--- config.mk ---
export PLATFORM = sky130hd
export DESIGN_NAME = serial_adder_ctrl
export DESIGN_NICKNAME = d
export VERILOG_FILES = /design/src/rtl/serial_adder_ctrl.sv
export SDC_FILE = /design/constraint.sdc
export NUM_CORES = 1
export LEC_CHECK = 0
export CAP_MARGIN = 20
export CORE_AREA = 5 5 64 66
export CTS_BUF_LIST = sky130_fd_sc_hd__clkbuf_8
export DETAILED_ROUTE_END_ITERATION = 6
export DIE_AREA = 0 0 69 71
export GPL_TIMING_DRIVEN = 1
export PLACE_DENSITY_LB_ADDON = 0.08
export SLEW_MARGIN = 20
export SYNTH_ARGS = -nofsm -noshare
export SYNTH_HDL_FRONTEND = slang
export SYNTH_HIERARCHICAL = 1
export SYNTH_SLANG_ARGS = --single-unit
--- constraint.sdc ---
create_clock -name clk -period 1.9 [get_ports clk]
set_input_delay 0.38 -clock clk [delete_from_list [all_inputs] [get_ports clk]]
set_output_delay 0.38 -clock clk [all_outputs]
set_load 0.02 [all_outputs]
--- src/rtl/serial_adder_ctrl.sv ---
// serial_adder_ctrl: bit-serial WIDTH-bit adder built around one full_adder.
// Operands are captured on an accepted start, one bit pair is added per clock
// (LSB first) with the carry held in a register, and the result word is
// presented with a one-cycle done pulse.
// Optional feature: define SERIAL_ADDER_SUB_EN to add a `sub` input that
// turns the operation into a - b (cout_out=1 means no borrow).

// 1-bit full adder used as the serial datapath element.
module full_adder (
    input  logic a,
    input  logic b,
    input  logic cin,
    output logic sum,
    output logic cout
);
    assign sum  = a ^ b ^ cin;
    assign cout = (a & b) | (a & cin) | (b & cin);
endmodule

module serial_adder_ctrl #(
    parameter int WIDTH = 8
) (
    input  logic             clk,
    input  logic             rst_n,
    input  logic             start,
    input  logic [WIDTH-1:0] a_in,
    input  logic [WIDTH-1:0] b_in,
    input  logic             cin_in,
`ifdef SERIAL_ADDER_SUB_EN
    input  logic             sub,
`endif
    output logic             busy,
    output logic             done,
    output logic [WIDTH-1:0] sum_out,
    output logic             cout_out
);
    // Counter only has to reach WIDTH-1; keep at least one bit.
    localparam int CW = (WIDTH > 1) ? $clog2(WIDTH) : 1;
    localparam logic [CW-1:0] LAST_BIT = CW'(WIDTH - 1);

    typedef enum logic [1:0] {
        IDLE = 2'd0,
        RUN  = 2'd1,
        DONE = 2'd2
    } state_t;

    state_t            state_q, state_d;
    logic [WIDTH-1:0]  a_q, a_d;
    logic [WIDTH-1:0]  b_q, b_d;
    logic [WIDTH-1:0]  acc_q, acc_d;
    logic              carry_q, carry_d;
    logic [CW-1:0]     cnt_q, cnt_d;
    logic [WIDTH-1:0]  sum_out_q, sum_out_d;
    logic              cout_out_q, cout_out_d;

    logic              fa_sum;
    logic              fa_cout;

    // Operand conditioning at load time: subtraction is a + ~b + 1.
    logic [WIDTH-1:0]  b_load;
    logic              carry_load;
`ifdef SERIAL_ADDER_SUB_EN
    assign b_load     = sub ? ~b_in : b_in;
    assign carry_load = sub ? 1'b1  : cin_in;
`else
    assign b_load     = b_in;
    assign carry_load = cin_in;
`endif

    // The single adder always sees the current LSBs and the stored carry.
    full_adder u_fa (
        .a    (a_q[0]),
        .b    (b_q[0]),
        .cin  (carry_q),
        .sum  (fa_sum),
        .cout (fa_cout)
    );

    // State and datapath registers; reset discards any operation in flight.
    always_ff @(posedge clk or negedge rst_n) begin
        if (!rst_n) begin
            state_q    <= IDLE;
            a_q        <= '0;
            b_q        <= '0;
            acc_q      <= '0;
            carry_q    <= 1'b0;
            cnt_q      <= '0;
            sum_out_q  <= '0;
            cout_out_q <= 1'b0;
        end else begin
            state_q    <= state_d;
            a_q        <= a_d;
            b_q        <= b_d;
            acc_q      <= acc_d;
            carry_q    <= carry_d;
            cnt_q      <= cnt_d;
            sum_out_q  <= sum_out_d;
            cout_out_q <= cout_out_d;
        end
    end

    // Next-state and datapath sequencing: load in IDLE, shift in RUN,
    // publish the result on the final RUN edge.
    always_comb begin
        state_d    = state_q;
        a_d        = a_q;
        b_d        = b_q;
        acc_d      = acc_q;
        carry_d    = carry_q;
        cnt_d      = cnt_q;
        sum_out_d  = sum_out_q;
        cout_out_d = cout_out_q;

        case (state_q)
            IDLE: begin
                if (start) begin
                    a_d     = a_in;
                    b_d     = b_load;
                    carry_d = carry_load;
                    cnt_d   = '0;
                    acc_d   = '0;
                    state_d = RUN;
                end
            end
            RUN: begin
                a_d     = a_q >> 1;
                b_d     = b_q >> 1;
                acc_d   = {fa_sum, acc_q[WIDTH-1:1]};
                carry_d = fa_cout;
                cnt_d   = cnt_q + CW'(1);
                if (cnt_q == LAST_BIT) begin
                    // Last bit: the freshly shifted word is the full result.
                    sum_out_d  = {fa_sum, acc_q[WIDTH-1:1]};
                    cout_out_d = fa_cout;
                    cnt_d      = '0;
                    state_d    = DONE;
                end
            end
            DONE: begin
                state_d = IDLE;
            end
            default: begin
                state_d = IDLE;
            end
        endcase
    end

    assign busy     = (state_q != IDLE);
    assign done     = (state_q == DONE);
    assign sum_out  = sum_out_q;
    assign cout_out = cout_out_q;

endmodule

==> results.md <==
- Max_cap viols: 0
- Core ar.: 3520 sq um
- Avg Vias per Cell: 5.52
- Buffers on Ports: 30
- # clock sinks: 38
- Nets@finish: 206
- Number of inserted diodes: 0
- CTS tree: built
- Synth Cell Area: between 1500 and 2000 sq um
- DR iter-0 viols: 22
- Largest net degree at the start of global routing: 39
- Wire length per cell: 15.4 um
- RSZ-0062 raised after global routing: no
- Hold-fix buffers at CTS: 0
- Die footprint: 4900 sq um
- Crit Path Max Fanout: 6
- Crit Path Class: register to primary output
- Starting Density: 49.9%
- DP Wirelength: 2430 um
- CTS max path bufs: 2
- Synth Warn #: 6
- Overflow after GRT: 0
- DIE HEIGHT: between 70 and 80 um
- Dominant cell type by area after synthesis: dfrtp_1
- Std-Cell Rows: 22
- Setup crit end kind: primary output
- Leak Pwr: 0.944 nW
- Htree depth: 2
- Clock skew: 0.00311 ns
- Worst slew margin: a little under three fifths
- Proportion of layout cells with a drive suffix above 1: 16.4%
- Most common cell in the netlist: dfrtp_1
- Vias: ~1300
- Routed wire length: 3550 um
- Root buf cell: clkbuf_8
- Synth Flop Type: dfrtp_1
- Vias in the first global route: 1282
- CP Data Required Time: 1.52 ns
- Clock-pin slew on the worst setup and hold paths: 0.07 ns
- GRT Overall Usage: 15.5%
- Synthesized area per cell: 11.7 sq um
- I/O pin cnt: 31
- Worst hold-check path type: input pin to asynchronous set/reset pin
- Routed Antenna Nets: 0
- Net Count, Synth: 173
- Area contributors post-synth: dfrtp_1 54%, nor3_1 10%, mux2_4 7.7%
- Clock Latency Late Sink: 0.29 ns
- RD Place Congestion: 0.772
- Share of the synthesized area in the top cell type: between 50% and 60%
- Run status: finished clean
- Pwr Total: 3.58 mW
- Post-route minimum period: 1.72 ns
- Fmax: 0.581 GHz
- Yosys cell types: 26
- Slew @ Worst Pin: 0.662 ns
- FF+latch count, synth: 38
- Cells after DPL: 224
- Asr flop ratio synth: 100%
- Initial DRT Pass Iterations: 4
- Critical Path Start Type: register
- Final Max Tran Viols: 0
- Die X: 69 um
- Post-synth top cells: 38 x dfrtp_1, 36 x nor3_1, 15 x o22ai_1
- Setup TNS Final: 0 ns
- Post-synthesis sequential area ratio: 54.1%
- Initial antenna violation count: 0
- Hold Violations, Final: 0
- First-pass GRT wire length: slightly above 6000 um
- Final std cells w/o fill: 231
- Gate Count Post-Synth: 150
- PD cells: between 1500 and 2000 nW/um^2
- Data arrival time of the critical path: 1.34 ns
- Final Setup Violations: 0
- Area growth syn-to-layout: 22.9%
- TritonCTS buffer count: 5
- EDFF count, synth: 0
- VDD IR max: approximately 0.75 mV
- Fillers: about 310
- DRC Markers: 0
- Fin crit share: 90.6%
## stage by stage
step	cell area [sq um]	setup slack [ns]	hold slack (ns)	util, %
6_report	2160	0.179	0.123	61.4
2_1_floorplan	1760	0.453	0.0844	-
3_5_place_dp	2090	0.228	0.459	59.2
4_1_cts	2160	0.180	0.151	61.4
3_3_place_gp	2090	0.223	0.451	59.2
5_1_grt	2160	0.108	0.181	61.4
## critical path: stages (launching register included)
cell           delay, ns
dfrtp_1             0.45
or2_2               0.29
dlygate4sd2_1       0.32
## registers in the layout (all words and copies together), names as in the netlist
register and flops:
a_q 8, acc_q 7, b_q 8, carry_q 1
cnt_q 3, cout_out 1, state_q 2, sum_out 8
## layer usage
layer / track usage [%] / wire length (um) / share of wire, % / up-vias
met3: 4.40 / 222 / 6.3 / 7
li1: - / - / - / 622
met5: 0 / 0 / 0 / -
met2: 25.0 / 1680 / 47 / 33
met4: 6.51 / 45 / 1.3 / 0
met1: 19.5 / 1600 / 45 / 613
## final cells by class
cell class                 count  area (sq um)  area share [%]
multi-input combinational     98           716            33.1
timing repair buffer          37           345            16.0
inverter                       3          11.3           0.521
tap                           48          60.1            2.78
clock inverter                 2          10.0           0.463
sequential                    38           951            44.0
clock buffer                   5          68.8            3.18
## placed cells by master, fill, tap and decap left out, types with 2 or more instances in the layout
cell type	netlist	final
o32ai_1	3	3
o21ai_0	4	4
mux2_4	9	9
clkinv_2	0	2
clkdlybuf4s50_1	0	27
nor3_1	36	36
a22o_1	9	9
dfrtp_1	38	38
or2_2	2	2
ha_1	2	2
nand2_1	3	3
nor2_1	6	6
inv_1	3	3
buf_4	1	7
o22ai_1	15	15
clkbuf_8	0	5
dlygate4sd2_1	0	2
## cell families after synthesis
kind of cell / after synthesis / share of synthesized area (%)
adders and majority gates: 3 / 2.56
muxes: 10 / 8.25
buffers and inverters: 14 / 5.26
DFF: 38 / 54.1
AOI/OAI and AO/OA: 33 / 13.5
and+or+nand+nor: 52 / 16.4
## final timing paths
path	endpoint	cells after the start	slack [ns]	startpoint
min in group clk	cnt_q[0]$_DFFE_PN0P_	1	0.49	cnt_q[0]$_DFFE_PN0P_
min	cnt_q[1]$_DFFE_PN0P_	2	0.12	rst_n
min reg2reg	cnt_q[0]$_DFFE_PN0P_	1	0.49	cnt_q[0]$_DFFE_PN0P_
max in group asynchronous	a_q[7]$_DFFE_PN0P_	2	1.44	rst_n
max	busy	2	0.18	state_q[1]$_DFFE_PN0P_
max reg2reg	a_q[5]$_DFFE_PN0P_	4	0.29	state_q[1]$_DFFE_PN0P_
## timing repair
item | CTS | global route
setup endpoints to repair | 2 | 0
buffers inserted | 0 | 0
resized for setup | 2 | 0
## where the power goes
group | leakage, nW | switching [mW] | internal, mW
clock | 0.0438 | 0.277 | 0.246
combinational | 0.434 | 0.798 | 0.810
sequential | 0.466 | 0.267 | 1.19
total | 0.944 | 1.34 | 2.24
(Power assumes the default switching activity.)
